File: src/rtl/mmio_pkg.sv
// mmio_pkg: shared MMIO window constants (default base, register offsets, window size).
package mmio_pkg;
    localparam logic [31:0] BASE_ADDR_DEF = 32'hFFFF_0000;
    localparam int          WIN_SIZE      = 256;
    localparam logic [7:0]  OFF_VALUE     = 8'h80;
    localparam logic [7:0]  OFF_RISE      = 8'h84;
    localparam logic [7:0]  OFF_FALL      = 8'h88;
    localparam logic [7:0]  OFF_EN        = 8'h8C;
endpackage

File: src/rtl/input_debouncer.sv
// input_debouncer: 2-flop synchroniser plus stability counter for one raw pin.
// Ports: i_clk clock, i_rst_n async active-low reset, i_pin raw async input, o_db debounced level.
module input_debouncer #(
    parameter int DB_CYCLES = 100000
) (
    input  logic i_clk,
    input  logic i_rst_n,
    input  logic i_pin,
    output logic o_db
);
    logic [1:0] r_sync;
    logic       r_db;
    always_ff @(posedge i_clk or negedge i_rst_n)
        if (!i_rst_n) r_sync <= '0;
        else          r_sync <= {r_sync[0], i_pin};
    generate
        if (DB_CYCLES == 0) begin : g_bypass
            always_ff @(posedge i_clk or negedge i_rst_n)
                if (!i_rst_n) r_db <= 1'b0;
                else          r_db <= r_sync[1];
        end else begin : g_count
            localparam int CW = $clog2(DB_CYCLES + 1);
            logic [CW-1:0] r_cnt;
            // Any cycle where the synchronised level matches db restarts the count,
            // so only an uninterrupted run of DB_CYCLES differing cycles commits.
            always_ff @(posedge i_clk or negedge i_rst_n)
                if (!i_rst_n) begin
                    r_cnt <= '0;
                    r_db  <= 1'b0;
                end else if (r_sync[1] == r_db) begin
                    r_cnt <= '0;
                end else if (r_cnt == CW'(DB_CYCLES - 1)) begin
                    r_cnt <= '0;
                    r_db  <= r_sync[1];
                end else begin
                    r_cnt <= r_cnt + 1'b1;
                end
        end
    endgenerate
    assign o_db = r_db;
endmodule

File: src/rtl/mmio_input_bank.sv
// mmio_input_bank: N debounced pins on the MMIO bus with value, edge-pending (W1C), edge-enable and irq.
// Ports: sys_clk/rst_n clock and async active-low reset; mmio_read/mmio_write/mmio_addr/mmio_write_data
// request side; mmio_work (combinational in-window request), mmio_done (one-cycle completion pulse),
// mmio_read_data (valid with done) response side; irq level interrupt; pins raw inputs.
module mmio_input_bank
    import mmio_pkg::*;
#(
    parameter int          N_PINS    = 24,
    parameter logic [31:0] BASE_ADDR = BASE_ADDR_DEF,
    parameter int          DB_CYCLES = 100000
) (
    input  logic              sys_clk,
    input  logic              rst_n,
    input  logic              mmio_read,
    input  logic              mmio_write,
    input  logic [31:0]       mmio_addr,
    input  logic [31:0]       mmio_write_data,
    output logic              mmio_work,
    output logic              mmio_done,
    output logic [31:0]       mmio_read_data,
    output logic              irq,
    input  logic [N_PINS-1:0] pins
);
    logic [N_PINS-1:0] w_db, r_db_q, r_rise, r_fall, r_en;
    logic [N_PINS-1:0] w_clr_rise, w_clr_fall, w_set_rise, w_set_fall;
    logic [31:0]       w_db32, w_rd_mux, r_rdata;
    logic [7:0]        w_off;
    logic              w_in_win, w_acc, w_wr, r_done, r_irq, w_unused;

    genvar k;
    generate
        for (k = 0; k < N_PINS; k++) begin : g_pin
            input_debouncer #(.DB_CYCLES(DB_CYCLES)) u_db (
                .i_clk  (sys_clk),
                .i_rst_n(rst_n),
                .i_pin  (pins[k]),
                .o_db   (w_db[k])
            );
        end
    endgenerate

    // Unsigned difference wraps for addresses below the base, so one compare covers both ends.
    assign w_in_win  = (mmio_addr - BASE_ADDR) < 32'(WIN_SIZE);
    assign w_off     = mmio_addr[7:0];
    assign mmio_work = w_in_win & (mmio_read | mmio_write);
    assign w_acc     = mmio_work & ~r_done;
    assign w_wr      = w_acc & mmio_write;
    assign w_unused  = &{1'b0, mmio_addr[1:0], mmio_write_data};

    always_comb begin
        w_db32     = 32'(w_db);
        w_rd_mux   = !w_off[7]                     ? {31'b0, w_db32[w_off[6:2]]} :
                     (w_off[7:2] == OFF_VALUE[7:2]) ? w_db32 :
                     (w_off[7:2] == OFF_RISE[7:2])  ? 32'(r_rise) :
                     (w_off[7:2] == OFF_FALL[7:2])  ? 32'(r_fall) :
                     (w_off[7:2] == OFF_EN[7:2])    ? 32'(r_en) : 32'b0;
        w_clr_rise = (w_wr && w_off[7:2] == OFF_RISE[7:2]) ? mmio_write_data[N_PINS-1:0] : '0;
        w_clr_fall = (w_wr && w_off[7:2] == OFF_FALL[7:2]) ? mmio_write_data[N_PINS-1:0] : '0;
        w_set_rise = w_db & ~r_db_q & r_en;
        w_set_fall = ~w_db & r_db_q & r_en;
    end

    always_ff @(posedge sys_clk or negedge rst_n)
        if (!rst_n) begin
            r_db_q  <= '0;
            r_rise  <= '0;
            r_fall  <= '0;
            r_en    <= '0;
            r_done  <= 1'b0;
            r_rdata <= '0;
            r_irq   <= 1'b0;
        end else begin
            r_db_q  <= w_db;
            // Set is ORed after the clear so a same-cycle edge survives the W1C.
            r_rise  <= (r_rise & ~w_clr_rise) | w_set_rise;
            r_fall  <= (r_fall & ~w_clr_fall) | w_set_fall;
            r_irq   <= |{r_rise, r_fall};
            if (w_wr && w_off[7:2] == OFF_EN[7:2]) r_en <= mmio_write_data[N_PINS-1:0];
            r_done  <= w_acc;
            r_rdata <= (w_acc && !mmio_write) ? w_rd_mux : 32'b0;
        end

    assign mmio_done      = r_done;
    assign mmio_read_data = r_rdata;
    assign irq            = r_irq;
endmodule

File: config.mk
export PLATFORM = sky130hd
export DESIGN_NAME = mmio_input_bank
export DESIGN_NICKNAME = d
export VERILOG_FILES = /design/src/rtl/mmio_pkg.sv /design/src/rtl/input_debouncer.sv /design/src/rtl/mmio_input_bank.sv
export SDC_FILE = /design/constraint.sdc
export NUM_CORES = 1
export LEC_CHECK = 0
export BUFFER_PORTS_ARGS = -buffer_cell sky130_fd_sc_hd__buf_4
export CAP_MARGIN = 25
export CORE_MARGIN = 3
export CORE_UTILIZATION = 52
export CTS_BUF_LIST = sky130_fd_sc_hd__clkbuf_8
export CTS_CLUSTER_SIZE = 20
export DETAILED_ROUTE_END_ITERATION = 10
export PLACE_DENSITY = 0.75
export SYNTH_ARGS = -nofsm -noshare
export SYNTH_HDL_FRONTEND = slang
export SYNTH_SLANG_ARGS = --single-unit
File: constraint.sdc
create_clock -name sys_clk -period 2.85 [get_ports sys_clk]
set_clock_uncertainty 0.1 [all_clocks]
set_input_delay 0.285 -clock sys_clk [delete_from_list [all_inputs] [get_ports sys_clk]]
set_output_delay 0.285 -clock sys_clk [all_outputs]
set_load 0.03 [all_outputs]
Yosys cells after proc, flatten, opt, wreduce, memory -nomap -nowiden

Cells that the tools add are included.

Flip-flop bits (word level): 602
Output and inout bits: 35
Word-level logic and storage cells: 287

$add $sub $neg: 25
$lt $le $gt $ge: 2
Equal/unequal tests: 52
Mux-type cells: 58
Bitwise logic cells: 41
Reduce and logical (&&, ||, !) cells: 30

Operators with widths:

| kind                                                                           | count |
|---|---|
| 17-bit two-way mux                                                             | 48 |
| 17-bit by 1-bit adder with 17-bit output (second input constant)               | 24 |
| 17-bit equality test (second input constant)                                   | 24 |
| 24-bit two-way mux                                                             | 8 |
| 24-bit AND                                                                     | 6 |
| 24-bit NOT                                                                     | 4 |
| 24-bit OR                                                                      | 2 |
| 2-bit AND reduction                                                            | 24 |
| 48-bit OR reduction                                                            | 1 |
| 32-bit by 9-bit less-than comparator with 1-bit output (second input constant) | 1 |
| 32-bit subtractor (second input constant)                                      | 1 |
| 1-bit NOT                                                                      | 25 |
| 1-bit equality test                                                            | 24 |
| 6-bit equality test (second input constant)                                    | 4 |
| 5-bit by 6-bit less-than comparator with 1-bit output (second input constant)  | 1 |
| 1-bit binary-select mux with 5-bit select                                      | 1 |
| 1-bit logical AND                                                              | 4 |
| 1-bit AND                                                                      | 3 |
| 1-bit zero test                                                                | 1 |
| 1-bit two-way mux                                                              | 1 |
| 1-bit OR                                                                       | 1 |

Depth between registers and ports, before layout

Gate-level depths: netlist (run 1).

Word-level depth: 10
Mapped depth: 9
Gate-level depth less buffers: 6

Cells and area by module

From an unflattened synthesis (run 1), not the netlist that was laid out.

Cells, all modules: 2672
Area total of the unflattened synthesis: 28369.7 um^2

By module, submodules not included:

| module          | instances | cells an instance | area an instance (um^2) |
|---|---|---|---|
| input_debouncer | 24        | 89                | 937.1 |
| mmio_input_bank | 1         | 536               | 5878.1 |

Least setup slack after synthesis (run 1)

OpenSTA, ideal clock, no wires.

Path type: input -> register
Start: in mmio_addr[16]
End: reg r_en[10]
Arrival: 1.964 ns
Data required time: 2.625 ns
Slack: 0.661 ns
Stages on the path: 6
Path buffers: 1
Cells stage by stage: nand4_1 nor4_2 o2111ai_2 nor4b_4 buf_6 mux2_2

Cells in the longest elaborated chain, start to end: 6

Ends and longest elaborated chain:

| item                                                   | RTL line              | text |
|---|---|---|
| start, declared                                        | mmio_input_bank.sv:16 | `input logic [31:0] mmio_addr,` |
| 32-bit subtractor                                      | mmio_input_bank.sv:43 | `assign w_in_win = (mmio_addr - BASE_ADDR) < 32'(WIN_SIZE);` |
| 32-bit by 9-bit less-than comparator with 1-bit output | mmio_input_bank.sv:43 |  |
| 1-bit AND                                              | mmio_input_bank.sv:45 | `assign mmio_work = w_in_win & (mmio_read \| mmio_write);` |
| 1-bit AND                                              | mmio_input_bank.sv:46 | `assign w_acc = mmio_work & ~r_done;` |
| 1-bit AND                                              | mmio_input_bank.sv:47 | `assign w_wr = w_acc & mmio_write;` |
| 1-bit logical AND                                      | mmio_input_bank.sv:78 | `if (w_wr && w_off[7:2] == OFF_EN[7:2]) r_en <= mmio_write_data[N_PINS-1:0];` |
| end signal, assigned                                   | mmio_input_bank.sv:78 |  |
| end, declared                                          | mmio_input_bank.sv:24 | `logic [N_PINS-1:0] w_db, r_db_q, r_rise, r_fall, r_en;` |

No other way between the ends.
A chain may end at the register's enable or synchronous reset.

Worst setup path in the final report (run 1)

Start: reg g_pin[19].u_db.g_count.r_cnt[14]
End: reg g_pin[19].u_db.g_count.r_cnt[3]

Cells in the longest elaborated chain, start to end: 3

Ends and longest elaborated chain:

| item                   | RTL line              | text |
|---|---|---|
| start, declared        | input_debouncer.sv:23 | `logic [CW-1:0] r_cnt;` |
| start signal, assigned | input_debouncer.sv:36 | `r_cnt <= r_cnt + 1'b1;` |
| 17-bit equality test   | input_debouncer.sv:32 | `end else if (r_cnt == CW'(DB_CYCLES - 1)) begin` |
| 17-bit two-way mux     | input_debouncer.sv:32 |  |
| 17-bit two-way mux     | input_debouncer.sv:30 | `end else if (r_sync[1] == r_db) begin` |

No other way between the ends.

==> results of run 1 <==
cells in the final DEF, fill, tap and decap left out, types with 4 or more instances in the layout:
master / Yosys / routed
a21o_1: 48 / 48
and2_1: 8 / 8
and3_1: 25 / 25
and4_1: 29 / 29
buf_12: 0 / 7
buf_4: 8 / 130
bufinv_16: 0 / 4
clkbuf_8: 0 / 125
clkinv_2: 0 / 15
conb_1: 1 / 8
dfrtp_1: 602 / 602
diode_2: 0 / 8
dlygate4sd3_1: 0 / 53
ha_1: 24 / 24
inv_1: 123 / 152
mux2_2: 46 / 46
mux2i_1: 7 / 7
mux4_2: 28 / 28
nand2_1: 201 / 201
nand2b_1: 17 / 17
nand3_1: 131 / 131
nand3b_1: 5 / 5
nand4_1: 124 / 124
nor2_1: 518 / 518
nor2b_1: 25 / 25
nor3_1: 60 / 60
nor4_1: 43 / 43
nor4b_1: 14 / 14
o22ai_1: 47 / 47
or2_2: 25 / 25
or4_1: 10 / 10
xnor2_1: 171 / 171
xor2_1: 215 / 215
cells by family after synthesis:
group	Yosys count	synth area share
AO/OA/AOI/OAI	110	0.0284
multiplexers	83	0.0452
XOR/XNOR	386	0.123
other	1	0.000137
flip-flops	602	0.549
adder cells (fa/ha/maj)	24	0.0109
buffers and inverters	184	0.0271
AND/OR/NAND/NOR	1247	0.216
layer usage:
| layer | share of wire | global-route usage | routed length, µm |
|---|---|---|---|
| met1 | 0.44 | 0.271 | 25200 |
| met2 | 0.48 | 0.340 | 27600 |
| met3 | 0.043 | 0.0436 | 2460 |
| met4 | 0.035 | 0.0819 | 2020 |
| met5 | 0.00019 | 0 | 11 |
registers in the layout, summed over array words and instances (netlist names):
signal,count
r_db_q,24
r_rise,24
r_en,24
g_pin.u_db.g_count.r_cnt,408
g_pin.u_db.r_sync,48
r_fall,24
mmio_done,1
mmio_read_data,24
irq,1
g_pin.u_db.o_db,24
power by group through the flow:
| stage | logic, mW | registers [mW] | clock network (mW) |
|---|---|---|---|
| floorplan | 0.377 | 8.90 | 0 |
| global placement | 0.722 | 8.92 | 0 |
| detailed placement | 0.748 | 8.93 | 0 |
| CTS | 0.819 | 8.78 | 7.94 |
| global route | 0.902 | 8.79 | 8.34 |
| finish | 0.800 | 8.78 | 7.71 |
synth_stat cells, types with 3 or more instances:
library cell / n
o2111a_1: 3
o21ai_0: 3
and4_1: 29
xnor2_1: 171
nand2b_1: 17
and3_1: 25
nand3b_1: 5
inv_1: 123
mux2_2: 46
nor4_1: 43
o22ai_1: 47
nor3_1: 60
nand4_1: 124
nor2b_1: 25
nand2_1: 201
buf_4: 8
a21o_1: 48
or2_2: 25
or4_1: 10
mux2i_1: 7
ha_1: 24
dfrtp_1: 602
and2_1: 8
buf_2: 6
xor2_1: 215
clkbuf_1: 45
nand3_1: 131
nor2_1: 518
mux4_2: 28
nor4b_1: 14
worst paths after layout:
check | startpoint | endpoint | slack (ns) | cells after the start
setup / recovery | g_pin[19].u_db.g_count.r_cnt[14]$_DFF_PN0_ | g_pin[19].u_db.g_count.r_cnt[3]$_DFF_PN0_ | 0.51 | 5
hold / removal | mmio_addr[26] | mmio_done$_DFF_PN0_ | 0.06 | 5
setup reg to reg | g_pin[19].u_db.g_count.r_cnt[14]$_DFF_PN0_ | g_pin[19].u_db.g_count.r_cnt[3]$_DFF_PN0_ | 0.51 | 5
hold reg to reg | g_pin[2].u_db.r_sync[0]$_DFF_PN0_ | g_pin[2].u_db.r_sync[1]$_DFF_PN0_ | 0.23 | 0
max in group asynchronous | rst_n | g_pin[12].u_db.g_count.r_cnt[1]$_DFF_PN0_ | 1.66 | 3
min in group asynchronous | rst_n | g_pin[9].u_db.g_count.r_cnt[10]$_DFF_PN0_ | 0.09 | 2
worst register-to-register path, stage by stage, from the launching register on:
cell	delay, ns
dfrtp_1	0.41
or4b_2	0.67
nor4_1	0.29
nand3_1	0.16
nand2b_1	0.44
nor2_1	0.11
cell type report:
| class | instances | share of cell area |
|---|---|---|
| inverter | 123 | 0.0145 |
| clock inverter | 53 | 0.0111 |
| multi-input combinational | 1858 | 0.367 |
| sequential | 602 | 0.474 |
| tap | 680 | 0.0268 |
| antenna | 8 | 0.000629 |
| timing repair buffer | 191 | 0.0522 |
| clock buffer | 125 | 0.0541 |
through the flow:
stage                     setup slack [ns]  power (mW)   util  instance area [µm²]  instances
after floorplan                      0.661        9.28      -                27500       2644
after global placement               0.487        9.64  0.564                29200       3401
after detailed placement             0.463        9.68  0.564                29200       3401
after CTS                            0.508        17.5  0.615                31800       3632
after global routing                 0.337        18.0  0.615                31800       3635
final                                0.509        17.3  0.615                31800       3640
==> impl_metrics.py, run 1 <==
metrics = {
    "worst_setup_path": {
        "crit_path_max_incr_delay_ns": 0.67,
        "end_kind": "flip-flop",
        "cp_cell_sequence": "or4b_2 > nor4_1 > nand3_1 > nand2b_1 > nor2_1",
        "crit_family": "simple AND/OR/NAND/NOR gates",
        "critPathLaunchType": "flip-flop",
        "cpMaxStageDelayCell": "or4b_2",
        "crit_type": "flip-flop to flip-flop",
        "path_max_fanout": 15,
        "required_ns": 3.26,
        "crit_buf_inv": 0,
        "worstPathArrival_ns": 2.75,
    },
    "timing": {
        "finalSetupTns_ns": 0,
        "max-slew-margin-rel": 0.447,
        "setup_viol": 0,
        "hold_slack_ns": 0.0596,
        "rsz0062_at_grt": "false",
        "fin_crit_sh": 0.821,
        "max_freq_mhz": 427,
        "period_needed_ns": 2.34,
        "worstMarginPinSlew_ns": 0.822,
        "finalMaxSlewViolations": 0,
        "final_hold_viol_count": 0,
    },
    "run": {
        "cap_viol_max_count": 0,
    },
    "synthesis": {
        "ys_top_cells_by_area": "dfrtp_1, nor2_1, xor2_1, xnor2_1, nand4_1",
        "syn_avg_cell_area_um2": 10.4,
        "synth_edf_count": 0,
        "seq_area_frac_synth": 0.549,
        "synth_cell_type_count": 49,
        "ys_async_sr_fraction": 1.00,
        "synth-main-ff-cell": "dfrtp_1",
        "synth-seq-cells": 602,
        "syn_area_um2": 27500,
        "ys_warn_count": 0,
        "syn_inst": 2637,
        "synth_top_area_cell": "dfrtp_1",
        "synth.top_cell.area_share": 0.549,
    },
    "grt": {
        "grt_first_pass_wirelength_mm": 96.7,
        "grt_overflow": 0,
        "antenna_found_initial": 9,
        "grt_start_max_net_pins": 91,
        "grt_usage": 0.207,
        "grt_pass1_vias": 20100,
    },
    "floorplan": {
        "io-pin-count": 127,
        "num_rows": 83,
        "coreArea_um2": 51700,
        "dieArea_um2": 55600,
        "start_util": 0.531,
        "dieHeight_um": 236,
        "die_w_um": 236,
    },
    "clocking": {
        "cts_made_buffers": 97,
        "cts_setup_buffers": 0,
        "cts_hold_buf": 53,
        "insertion_delay_ns": 0.68,
        "ctsRootBufferMaster": "clkbuf_8",
        "numClockSinks": 602,
        "cts_tree": "yes",
        "clockBufferDepth": 3,
        "cts.clk_slew.worst_paths_ns": 0.06,
        "htree_levels": 3,
        "cts_resized": 0,
    },
    "detailed_routing": {
        "ant_nets": 0,
        "dr.pass1.iters": 6,
        "dr.first_iter.drc_count": 1003,
        "drc": 0,
        "drt-vias-per-instance": 5.39,
        "wl_mm": 57.3,
        "routedWlPerCell_um": 15.7,
        "vias": 19600,
    },
    "power_and_ir_drop": {
        "clkPwrFrac": 0.446,
        "peakVddDrop_v": 0.000342,
        "power_frac_comb": 0.046,
        "power_leakage_nw": 14.1,
        "p_sw_mw": 3.98,
        "p_seq_frac": 0.508,
        "p_per_area_nw_per_um2": 544,
        "p_int_mw": 13.3,
        "switching_share": 0.230,
    },
    "finish": {
        "drive_above_1_share": 0.132,
        "regArea_um2": 15100,
        "multiInputGateArea_um2": 11700,
        "nets": 2989,
        "fillers": 4060,
        "syn_to_final_growth_pct": 15.9,
    },
    "min_path": {
        "hold_path.class": "input port to flip-flop",
    },
    "placed_design": {
        "dpl.hpwl_mm": 39.5,
        "io_buffers": 108,
        "place_congestion": 0.871,
    },
    "outcome": {
        "status": "finished clean",
    },
}
(Power assumes the default switching activity.)
==> run 2, diff against run 1 <==
clock period = 2.3 ns   (was 2.85 ns; I/O delays follow)
==> run 2 against run 1 <==
  * Non-clock buffer count rose by 34
  * Setup slack worse by 0.39 ns
  * Total power grew 26%
  * Routed wire length increased by 1.6%
  * Sequential power is 24% higher
  * Critical endpoint is now mmio_read_data[0]$_DFF_PN0_
==> impl_metrics.py, run 2 (same netlist as run 1, synthesis figures left out) <==
metrics = {
    "outcome": {
        "status": "finished clean",
    },
    "worst_setup_path": {
        "cpMaxStageDelayCell": "dlygate4sd3_1",
        "crit_type": "flip-flop to flip-flop",
        "crit_family": "multiplexers",
        "cp-endpoint": "mmio_read_data[0]$_DFF_PN0_",
        "crit_start": "g_pin[16].u_db.o_db$_DFFE_PN0P_",
        "r2r_cells": 5,
        "worstPathArrival_ns": 2.69,
        "crit_buf_inv": 1,
        "worstSetupPathDepth": 5,
        "cp_cell_sequence": "mux2i_1 > mux4_2 > o21ai_0 > dlygate4sd3_1 > o2111a_1",
        "end_kind": "flip-flop",
        "required_ns": 2.81,
        "r2r-start": "g_pin[16].u_db.o_db$_DFFE_PN0P_",
        "critPathLaunchType": "flip-flop",
        "crit_path_max_incr_delay_ns": 0.58,
        "r2r_slack_ns": 0.12,
        "path_max_fanout": 5,
        "r2r-end": "mmio_read_data[0]$_DFF_PN0_",
    },
    "detailed_routing": {
        "dr.pass1.iters": 5,
        "ant_nets": 0,
        "wl_mm": 58.2,
        "dr.first_iter.drc_count": 1162,
        "drt-vias-per-instance": 5.39,
        "drc": 0,
        "vias": 19800,
        "routedWlPerCell_um": 15.8,
    },
    "placed_design": {
        "place_congestion": 0.854,
        "dpl_cell_area_um2": 29400,
        "dpl.hpwl_mm": 39.6,
        "io_buffers": 108,
    },
    "floorplan": {
        "coreArea_um2": 51700,
        "die_w_um": 236,
        "start_util": 0.531,
        "dieArea_um2": 55600,
        "num_rows": 83,
        "dieHeight_um": 236,
        "io-pin-count": 127,
    },
    "clocking": {
        "cts_made_buffers": 98,
        "insertion_delay_ns": 0.69,
        "clockBufferDepth": 3,
        "cts_tree": "yes",
        "htree_levels": 3,
        "numClockSinks": 602,
        "cts.clk_slew.worst_paths_ns": 0.06,
        "ctsRootBufferMaster": "clkbuf_8",
    },
    "timing": {
        "hold_slack_ns": 0.0742,
        "finalSetupTns_ns": 0,
        "max_freq_mhz": 458,
        "rsz0062_at_grt": "false",
        "setup_viol": 0,
        "period_needed_ns": 2.18,
        "max-slew-margin-rel": 0.603,
        "fin_crit_sh": 0.948,
        "final_hold_viol_count": 0,
        "worstMarginPinSlew_ns": 0.591,
        "finalMaxSlewViolations": 0,
    },
    "min_path": {
        "hold_path.class": "input port to flip-flop",
    },
    "finish": {
        "syn_to_final_growth_pct": 17.2,
        "top_register": "g_pin.u_db.g_count.r_cnt",
        "reg.largest.list": "g_pin.u_db.g_count.r_cnt x408, g_pin.u_db.r_sync x48",
        "final_common_cell": "dfrtp_1",
        "drive_above_1_share": 0.145,
        "final_cell_mix": "dfrtp_1, nor2_1, xor2_1, nand2_1, xnor2_1",
        "largest_register_ffs": 408,
        "fin_util": 0.622,
        "nets": 3024,
        "finalInstanceArea_um2": 32200,
    },
    "power_and_ir_drop": {
        "power_mw": 21.7,
        "power_leakage_nw": 14.4,
        "p_per_area_nw_per_um2": 675,
        "peakVddDrop_v": 0.000475,
    },
    "run": {
        "cap_viol_max_count": 0,
    },
    "grt": {
        "grt_start_max_net_pins": 66,
        "antenna_found_initial": 3,
        "grt_overflow": 0,
        "grt_usage": 0.213,
        "grt_first_pass_wirelength_mm": 98.5,
        "grt_pass1_vias": 20200,
    },
}
==> run 2: timing repair <==
action / in CTS / in global routing
buffers inserted: 0 / 2
gates resized for setup: 0 / 6
hold endpoints to repair: 703 / 0
setup endpoints to repair: 0 / 2
hold buffers: 58 / 0
==> run 2: worst min path at each step <==
stage,start,slack (ns),end,depth (start not counted)
2_1_floorplan,rst_n,-0.17,g_pin[0].u_db.g_count.r_cnt[0]$_DFF_PN0_,0
3_3_place_gp,rst_n,0.13,g_pin[1].u_db.g_count.r_cnt[7]$_DFF_PN0_,1
3_5_place_dp,rst_n,0.14,g_pin[1].u_db.g_count.r_cnt[5]$_DFF_PN0_,1
4_1_cts,mmio_addr[2],0.009,mmio_read_data[7]$_DFF_PN0_,3
5_1_grt,pins[20],0.05,g_pin[20].u_db.r_sync[0]$_DFF_PN0_,2
6_report,mmio_addr[2],0.07,mmio_read_data[7]$_DFF_PN0_,3
==> run 2: stage by stage <==
stage / instances / setup slack [ns]
finish: 3676 / 0.119
floorplan: 2644 / 0.140
CTS: 3668 / 0.0515
global route: 3672 / 0.00363
global placement: 3428 / 0.00580
detailed placement: 3428 / 0.00222
==> run 2: final cells by class <==
type / instances / area [µm²]
diodes: 6 / 15.0
clock buffers: 130 / 1790
clock inverters: 52 / 347
fillers: 4070 / 19500
inverters: 123 / 462
multi-input cells: 1858 / 11700
flip-flops and latches: 602 / 15100
well taps: 680 / 851
repair buffers: 225 / 1960
==> run 2: tightest hold or removal path: stages <==
cell and delay [ns]:
buf_4 0.21, mux4_2 0.24, nor2b_1 0.12
==> run 2: report_power, final <==
group / total, mW / internal, mW / switching [mW]
clock network: 9.81 / 5.52 / 4.29
logic: 1.04 / 0.433 / 0.606
registers: 10.9 / 10.7 / 0.133
==> run 2: routing by layer <==
layer | GRT usage | vias to the layer above | routed length, µm | part of all wire
li1 | - | 9460 | - | -
met1 | 0.287 | 9820 | 25900 | 0.44
met2 | 0.349 | 433 | 28100 | 0.48
met3 | 0.0367 | 119 | 2600 | 0.045
met4 | 0.0787 | 0 | 1570 | 0.027
met5 | 0 | - | 0 | 0
